### config.mk
export PLATFORM = sky130hd
export DESIGN_NAME = pool2d_stream
export DESIGN_NICKNAME = d
export VERILOG_FILES = /design/src/rtl/pool2d_stream.sv
export SDC_FILE = /design/constraint.sdc
export NUM_CORES = 1
export LEC_CHECK = 0
export ABC_AREA = 1
export ABC_CLOCK_PERIOD_IN_PS = 6050
export CAP_MARGIN = 20
export CELL_PAD_IN_SITES_DETAIL_PLACEMENT = 2
export CELL_PAD_IN_SITES_GLOBAL_PLACEMENT = 2
export CORE_MARGIN = 8
export CORE_UTILIZATION = 37
export CTS_CLUSTER_SIZE = 14
export DETAILED_ROUTE_END_ITERATION = 8
export GPL_ROUTABILITY_DRIVEN = 0
export HOLD_SLACK_MARGIN = 0.05
export PLACE_DENSITY_LB_ADDON = 0.1
export SLEW_MARGIN = 20
export SYNTH_ARGS = -nofsm -noshare
export SYNTH_HDL_FRONTEND = slang
export SYNTH_SLANG_ARGS = --single-unit
export TNS_END_PERCENT = 20
### constraint.sdc
create_clock -name clk -period 6.05 [get_ports clk]
set_input_delay 1.21 -clock clk [delete_from_list [all_inputs] [get_ports clk]]
set_output_delay 1.21 -clock clk [all_outputs]
set_load 0.02 [all_outputs]
### src/rtl/pool2d_stream.sv
// Streaming 2-D max/average/min pooling over a raster pixel stream.
// Uses one horizontal accumulator plus one row of partial window results.
module pool2d_stream #(
   parameter int DATA_WIDTH = 22,
   parameter int IMG_W      = 30,
   parameter int IMG_H      = 30,
   parameter int POOL_K     = 2
) (
   input  logic                         clk,
   input  logic                         rst_n,
   input  logic                         start,
   input  logic [1:0]                   pool_type,
   input  logic                         in_valid,
   output logic                         in_ready,
   input  logic signed [DATA_WIDTH-1:0] pixel_in,
   output logic                         out_valid,
   input  logic                         out_ready,
   output logic signed [DATA_WIDTH-1:0] result_out,
   output logic                         done
);

   localparam int LOG2K = (POOL_K == 4) ? 2 : 1;
   localparam int SHIFT = 2 * LOG2K;
   localparam int SUM_W = DATA_WIDTH + SHIFT;
   localparam int W_OUT = IMG_W / POOL_K;
   localparam int H_OUT = IMG_H / POOL_K;
   localparam int COL_W = (IMG_W > 1) ? $clog2(IMG_W) : 1;
   localparam int ROW_W = (IMG_H > 1) ? $clog2(IMG_H) : 1;
   localparam int OX_W  = (W_OUT > 1) ? $clog2(W_OUT) : 1;

   generate
      if (POOL_K != 2 && POOL_K != 4) begin : g_bad_pool_k
         $error("pool2d_stream: POOL_K must be 2 or 4");
      end
   endgenerate

   typedef enum logic [1:0] {S_IDLE, S_RUN, S_DRAIN, S_DONE} state_t;

   state_t                    state, next_state;
   logic [COL_W-1:0]          col;
   logic [ROW_W-1:0]          row;
   logic [1:0]                mode;
   logic signed [SUM_W-1:0]   h_acc;
   logic signed [SUM_W-1:0]   col_buf [0:W_OUT-1];

   logic                      accept;
   logic                      last_pixel;
   logic                      in_window;
   logic [LOG2K-1:0]          kx, ky;
   logic [OX_W-1:0]           ox;
   logic signed [SUM_W-1:0]   pix_ext;
   logic signed [SUM_W-1:0]   h_val;
   logic signed [SUM_W-1:0]   v_val;
   logic signed [DATA_WIDTH-1:0] pooled;
   logic                      load_result;

   function automatic logic signed [SUM_W-1:0] combine(
      input logic signed [SUM_W-1:0] a,
      input logic signed [SUM_W-1:0] b,
      input logic [1:0]              m
   );
      logic signed [SUM_W-1:0] r;
      r = (a > b) ? a : b;
      case (m)
         2'b01:   r = a + b;
         2'b10:   r = (a < b) ? a : b;
         default: r = (a > b) ? a : b;
      endcase
      return r;
   endfunction

   assign in_ready   = (state == S_RUN) && (!out_valid || out_ready);
   assign done       = (state == S_DONE);
   assign accept     = in_valid && in_ready;
   assign last_pixel = (int'(col) == IMG_W - 1) && (int'(row) == IMG_H - 1);
   assign in_window  = (int'(col) < W_OUT * POOL_K) && (int'(row) < H_OUT * POOL_K);
   assign kx         = col[LOG2K-1:0];
   assign ky         = row[LOG2K-1:0];
   assign ox         = OX_W'(col >> LOG2K);
   assign pix_ext    = {{SHIFT{pixel_in[DATA_WIDTH-1]}}, pixel_in};

   // Fold the pixel into the horizontal run, then into the column's partial result
   // from the rows above; the first row/column of a window starts fresh.
   always_comb begin
      h_val       = (kx == '0) ? pix_ext : combine(h_acc, pix_ext, mode);
      v_val       = (ky == '0) ? h_val : combine(col_buf[ox], h_val, mode);
      pooled      = (mode == 2'b01) ? DATA_WIDTH'(v_val >>> SHIFT) : DATA_WIDTH'(v_val);
      load_result = accept && in_window && (&kx) && (&ky);
   end

   always_ff @(posedge clk or negedge rst_n) begin
      if (!rst_n) begin
         state <= S_IDLE;
      end else begin
         state <= next_state;
      end
   end

   always_comb begin
      next_state = state;
      case (state)
         S_IDLE:  if (start) next_state = S_RUN;
         S_RUN:   if (accept && last_pixel) next_state = S_DRAIN;
         S_DRAIN: if (!out_valid || out_ready) next_state = S_DONE;
         S_DONE:  next_state = S_IDLE;
         default: next_state = S_IDLE;
      endcase
   end

   // Counters and partial sums; pixels outside the pooled area only move the counters.
   always_ff @(posedge clk or negedge rst_n) begin
      if (!rst_n) begin
         col   <= '0;
         row   <= '0;
         mode  <= '0;
         h_acc <= '0;
         for (int i = 0; i < W_OUT; i++) begin
            col_buf[i] <= '0;
         end
      end else if (state == S_IDLE && start) begin
         col  <= '0;
         row  <= '0;
         mode <= pool_type;
      end else if (accept) begin
         if (int'(col) == IMG_W - 1) begin
            col <= '0;
            row <= (int'(row) == IMG_H - 1) ? '0 : row + ROW_W'(1);
         end else begin
            col <= col + COL_W'(1);
         end
         if (in_window) begin
            h_acc <= h_val;
            if (&kx) begin
               col_buf[ox] <= v_val;
            end
         end
      end
   end

   always_ff @(posedge clk or negedge rst_n) begin
      if (!rst_n) begin
         out_valid  <= 1'b0;
         result_out <= '0;
      end else if (load_result) begin
         out_valid  <= 1'b1;
         result_out <= pooled;
      end else if (out_valid && out_ready) begin
         out_valid <= 1'b0;
      end
   end

endmodule
# Yosys cells after proc, flatten, opt, wreduce, memory -nomap -nowiden
# Index checks and enable logic that the tools add are counted.
# totals
out_inout_bits,25
in_bits,29
register_bits,421
elab_cells,95
# op_classes
n_lt_le_gt_ge,8
n_bitwise,2
n_reduce_logical,21
muxes,28
n_eq_ne,10
n_addsub,4
# op_table
operator,count
$bwmux 360,1
$mux 24,9
$bmux 24 s4,1
$demux 24 s4,1
$pmux 24 s2,2
$mux 5,7
$add 24x22->24,1
$add 24x24->24,1
$gt 24x22->1,1
$gt 24x24->1,1
$lt 24x22->1,1
$lt 24x24->1,1
$mux 22,1
$logic_and 1x1->1,11
$add 5x1->5 const B,2
$eq 5x3->1 const B,2
$lt 5x5->1 const B,2
$pmux 2 s4,1
$eq 2x2->1 const B,3
$mux 2,3
$reduce_and 3->1,2
$reduce_bool 2->1,3
$ge 5x5->1 const B,1
$lt 5x1->1 const B,1
other kinds (11),14

# Depth between registers and ports, before layout
# logic_depth
depth_word,9
mapped_depth,42
ltp_nobuf,41

# Worst setup path after synthesis
# OpenSTA, ideal clock, no wires.
# synth_timing
kind,input to register
from,input pixel_in[21]
to,register col_buf[217] in the netlist's numbering
slack_ps,862
setup_time_ps,130
arrival_ps,5059
t_required_ps,5920
path_buffers,4
cell_stages,34
path_cell_list,inv_1 -> ha_1 -> a21oi_1 -> o21ai_0 -> nor2_2 -> nand4_2 -> nand2_4 -> buf_6 -> nand2_1 -> nand2_1 -> nand2_1 -> nand3_1 -> nand3_2 -> nand2_1 -> inv_1 -> ha_1 -> inv_2 -> nor3_1 -> nand2_1 -> nor2_1 -> o21ai_1 -> nand2_1 -> nand2_1 -> nand2_1 -> clkbuf_1 -> buf_2 -> nand2_1 -> nand2_1 -> nand2_1 -> nand2_1 -> nand2_2 -> buf_6 -> nand2_1 -> o21ai_1
# synth_via
elab_chain_len,9
elab_cells_between_ends,15
cone_classes,add/sub (2); order compare (4); mux (9)
# synth_rtl
item,line_no,rtl
from (decl),15,"input logic signed [DATA_WIDTH-1:0] pixel_in,"
$gt 24x22->1 / $lt 24x22->1 (equally long branches),"67, 66",
"$mux 24, on equally long branches","67, 66",
$pmux 24 s2,64,case (m)
$mux 24 *,85,"h_val = (kx == '0) ? pix_ext : combine(h_acc, pix_ext, mode);"
via h_val[21],52,logic signed [SUM_W-1:0] h_val;
$gt 24x24->1 / $lt 24x24->1 (equally long branches),"67, 66",
"$mux 24, on equally long branches","67, 66",
$pmux 24 s2 *,64,
$mux 24 *,86,"v_val = (ky == '0) ? h_val : combine(col_buf[ox], h_val, mode);"
$bwmux 360 *,134,col_buf[ox] <= v_val;
"to (signal, indexed assignment)",134,
to (decl),44,logic signed [SUM_W-1:0] col_buf [0:W_OUT-1];
# The timed path passes the listed nets; every way through them passes the cells marked *.
# A chain may end at the register's enable or synchronous reset.

# Worst setup path after layout
# layout_timing
from,input pixel_in[5]
to,register result_out[17]
# layout_via
elab_chain_len,9
elab_cells_between_ends,15
cone_classes,add/sub (2); order compare (4); mux (9)
# layout_rtl
item,line_no,rtl
$gt 24x22->1 / $lt 24x22->1 (equally long branches),"67, 66",
"$mux 24, on equally long branches","67, 66",
$pmux 24 s2,64,
$mux 24 *,85,
$gt 24x24->1 / $lt 24x24->1 (equally long branches),"67, 66",
"$mux 24, on equally long branches","67, 66",
$pmux 24 s2,64,
$mux 24 *,86,
$mux 22 *,87,pooled = (mode == 2'b01) ? DATA_WIDTH'(v_val >>> SHIFT) : DATA_WIDTH'(v_val);
to (signal assigned),146,result_out <= pooled;
to (decl),18,"output logic signed [DATA_WIDTH-1:0] result_out,"
# Every way passes the cells marked *; elsewhere a longest branch is shown, timed or not.

==> impl_metrics.yaml <==
die:
  core_sq_um: 68800
  die_w_um: 280
  die-area_sq_um: 78400
  io_pins: 54
  die_h_um: 280
  rows: 96
  start_util_pct: 37.4
clock_network:
  cts_hold_buffers: 0
  numCtsBuffers: 47
  cts_sinks: 421
  ctsHtreeMaxLevel: 2
  cts_tree: "built"
  clk_latency_ns: 0.60
  cts_buffer_depth: 3
  cts.clk_slew.worst_paths_ns: 0.06
  clock-root-buffer: "clkbuf_16"
setup_path:
  crit_type: "in -> reg"
  crit_path_end_kind: "flop"
  startpoint_type: "input pin"
  crit_required_ns: 6.52
  crit_path_frequent_cell: "nand2_1"
  slowest_stage: "clkdlybuf4s50_1"
  cp_max_fo: 8
  reg2reg_slack_ns: 0.48
  cp.arrival_ns: 6.57
  cp_slowest_stage_delay_ns: 0.52
layout:
  antenna_cells: 0
  final_util_pct: 46.9
  final_cell_mix: "nand2_1 (997), inv_1 (447), dfrtp_1 (421)"
  drive_gt1_share_pct: 18.9
  fin_cells: 4777
  n_fill_cell: 7811
  syn_to_final_growth_pct: 25.3
  layout_commonest_cell: "nand2_1"
  layout.nets: 3945
outcome:
  status: "complete, but fails checks"
  violations: "setup timing"
yosys:
  yosys_warnings: 0
  synth_cells: 3527
  synth_edf_count: 0
  yosysUniqueCellTypes: 49
  yosysSeqAreaShare_pct: 40.9
  synthesis.area_sq_um: 25800
  yosysTopAreaCell: "dfrtp_1"
  ys_seq_elements: 421
  synth_top_area_share_pct: 40.9
  syn_nets: 3663
  syn_avg_cell_area_sq_um: 7.31
  async_flop_share_pct: 100
  synthTopCellsByArea: "dfrtp_1 (41%), nand2_1 (15%), inv_1 (6.6%), o21ai_0 (5.5%), ha_1 (5.1%)"
  synth_ff_type: "dfrtp_1"
job:
  max_cap_viol_count: 0
global_route:
  grt_pass1_vias: 30500
  track_usage_pct: 28.2
  antenna_found_initial: 0
  grt_pass1_wl_mm: 176
  grt_max_degree: 133
  overflow: 0
timing:
  hold_violations: 0
  clock-skew-final_ns: 0.0274
  setup_violations: 21
  timing.hold.ws_ns: 0.479
  layout_setup_ws_ns: -0.0553
  fin_crit_sh_pct: 101
  period_needed_ns: 6.11
  relSlewSlack_pct: 25.3
  drv_slew: 0
  grt_setup_unrepaired: "yes"
  clock.fmax_mhz: 164
  worst_pin_slew_ns: 1.12
route:
  drtIter0Drc: 1565
  first_pass_iters: 5
  ant_nets: 0
  drcViolationCount: 0
  vias_per_cell: 5.62
  drt_wl_total_mm: 118
  route.vias.total: 26900
  wl_per_cell_um: 24.8
worst_hold_path:
  hold_path_class: "reg -> reg"
pwr:
  p_per_area_nw_per_um2: 662
  fin_total_pwr_mw: 21.4
  peakVddDrop_mv: 0.303
  leakagePower_nw: 16.0
placement:
  place_hpwl_mm: 78.5
  portBuffers: 53
  pre_cts_ws_ns: -0.856
  dp_cells: 4671
repair_timing:
action                                  4_1_cts  5_1_grt
gates resized for setup                      21      180
pin swaps                                     5       37
endpoints found under the hold margin         0        0
endpoints found under the setup margin      370      382
cloned                                        0       10
buffers inserted                              1        8
worst max-delay path: cells and delay by family:
family,cells,cell delay (ns)
buf+inv,6,1.23
compound gates,4,0.50
fa+ha+maj,2,0.65
simple gates,23,2.95
power breakdown:
part           internal, mW  switching (mW)
logic                  5.45            9.13
registers              3.28           0.384
clock network          1.84            1.29
total                  10.6            10.8
cell type report:
class | instances | area (sq um) | share of cell area (%)
tap | 931 | 1160 | 3.61
timing repair buffer | 432 | 3830 | 11.9
clock buffer | 67 | 1400 | 4.34
inverter | 461 | 1740 | 5.38
multi-input combinational | 2446 | 13400 | 41.4
sequential | 421 | 10500 | 32.6
clock inverter | 19 | 270 | 0.837
layer usage:
metal	up-vias	share of wire (%)	wire [um]	GRT usage, %
li1	12000	-	-	-
met2	579	52	61300	52.1
met1	14000	41	48600	33.3
met4	0	4.1	4820	10.9
met3	279	3.1	3670	2.91
met5	-	0	0	0
worst paths after layout:
path | cells past startpoint | start | endpoint
worst max register to register | 26 | col[1]$_DFFE_PN0P_ | result_out[17]$_DFFE_PN0P_
worst max-delay path | 35 | pixel_in[5] | result_out[17]$_DFFE_PN0P_
min in group asynchronous | 1 | rst_n | col_buf[144]$_DFFE_PN0P_
worst min-delay path | 2 | result_out[17]$_DFFE_PN0P_ | result_out[17]$_DFFE_PN0P_
worst min register to register | 2 | result_out[17]$_DFFE_PN0P_ | result_out[17]$_DFFE_PN0P_
max in group asynchronous | 3 | rst_n | mode[1]$_DFFE_PN0P_
state kept, by name (all words and copies together) (netlist names):
name	cells
col_buf	360
h_acc	24
result_out	22
col	5
row	5
mode	2
state	2
out_valid	1
metrics by stage:
step,area [sq um],setup TNS [ns]
6_report,32300,-0.437
5_1_grt,32300,-41.13
4_1_cts,31300,0
3_5_place_dp,29500,-267.23
3_3_place_gp,29500,-148.30
2_1_floorplan,25800,0
cells in the mapped netlist (4+ instances only):
cell type,n
a21o_1,5
a21oi_1,112
a21oi_2,4
a221oi_1,4
a22oi_1,79
a31oi_1,13
buf_1,17
buf_2,38
buf_4,13
buf_6,29
clkbuf_1,106
dfrtp_1,421
ha_1,105
inv_1,453
inv_2,7
nand2_1,1018
nand2_2,66
nand2_4,7
nand3_1,162
nand3_2,5
nand4_1,30
nor2_1,127
nor2_2,6
nor3_1,26
o211ai_1,9
o211ai_2,10
o21ai_0,285
o21ai_1,231
o21bai_1,6
o22ai_1,93
or2_2,4
xor2_1,6
kinds of logic after synthesis:
family	after synthesis	share of synthesized area, %
XOR/XNOR	6	0.204
AND/OR/NAND/NOR	1464	23.9
adder cells (fa/ha/maj)	107	5.25
buffers and inverters	664	10.9
AO/OA/AOI/OAI	865	18.9
flip-flops	421	40.9
(Power assumes the default switching activity.)
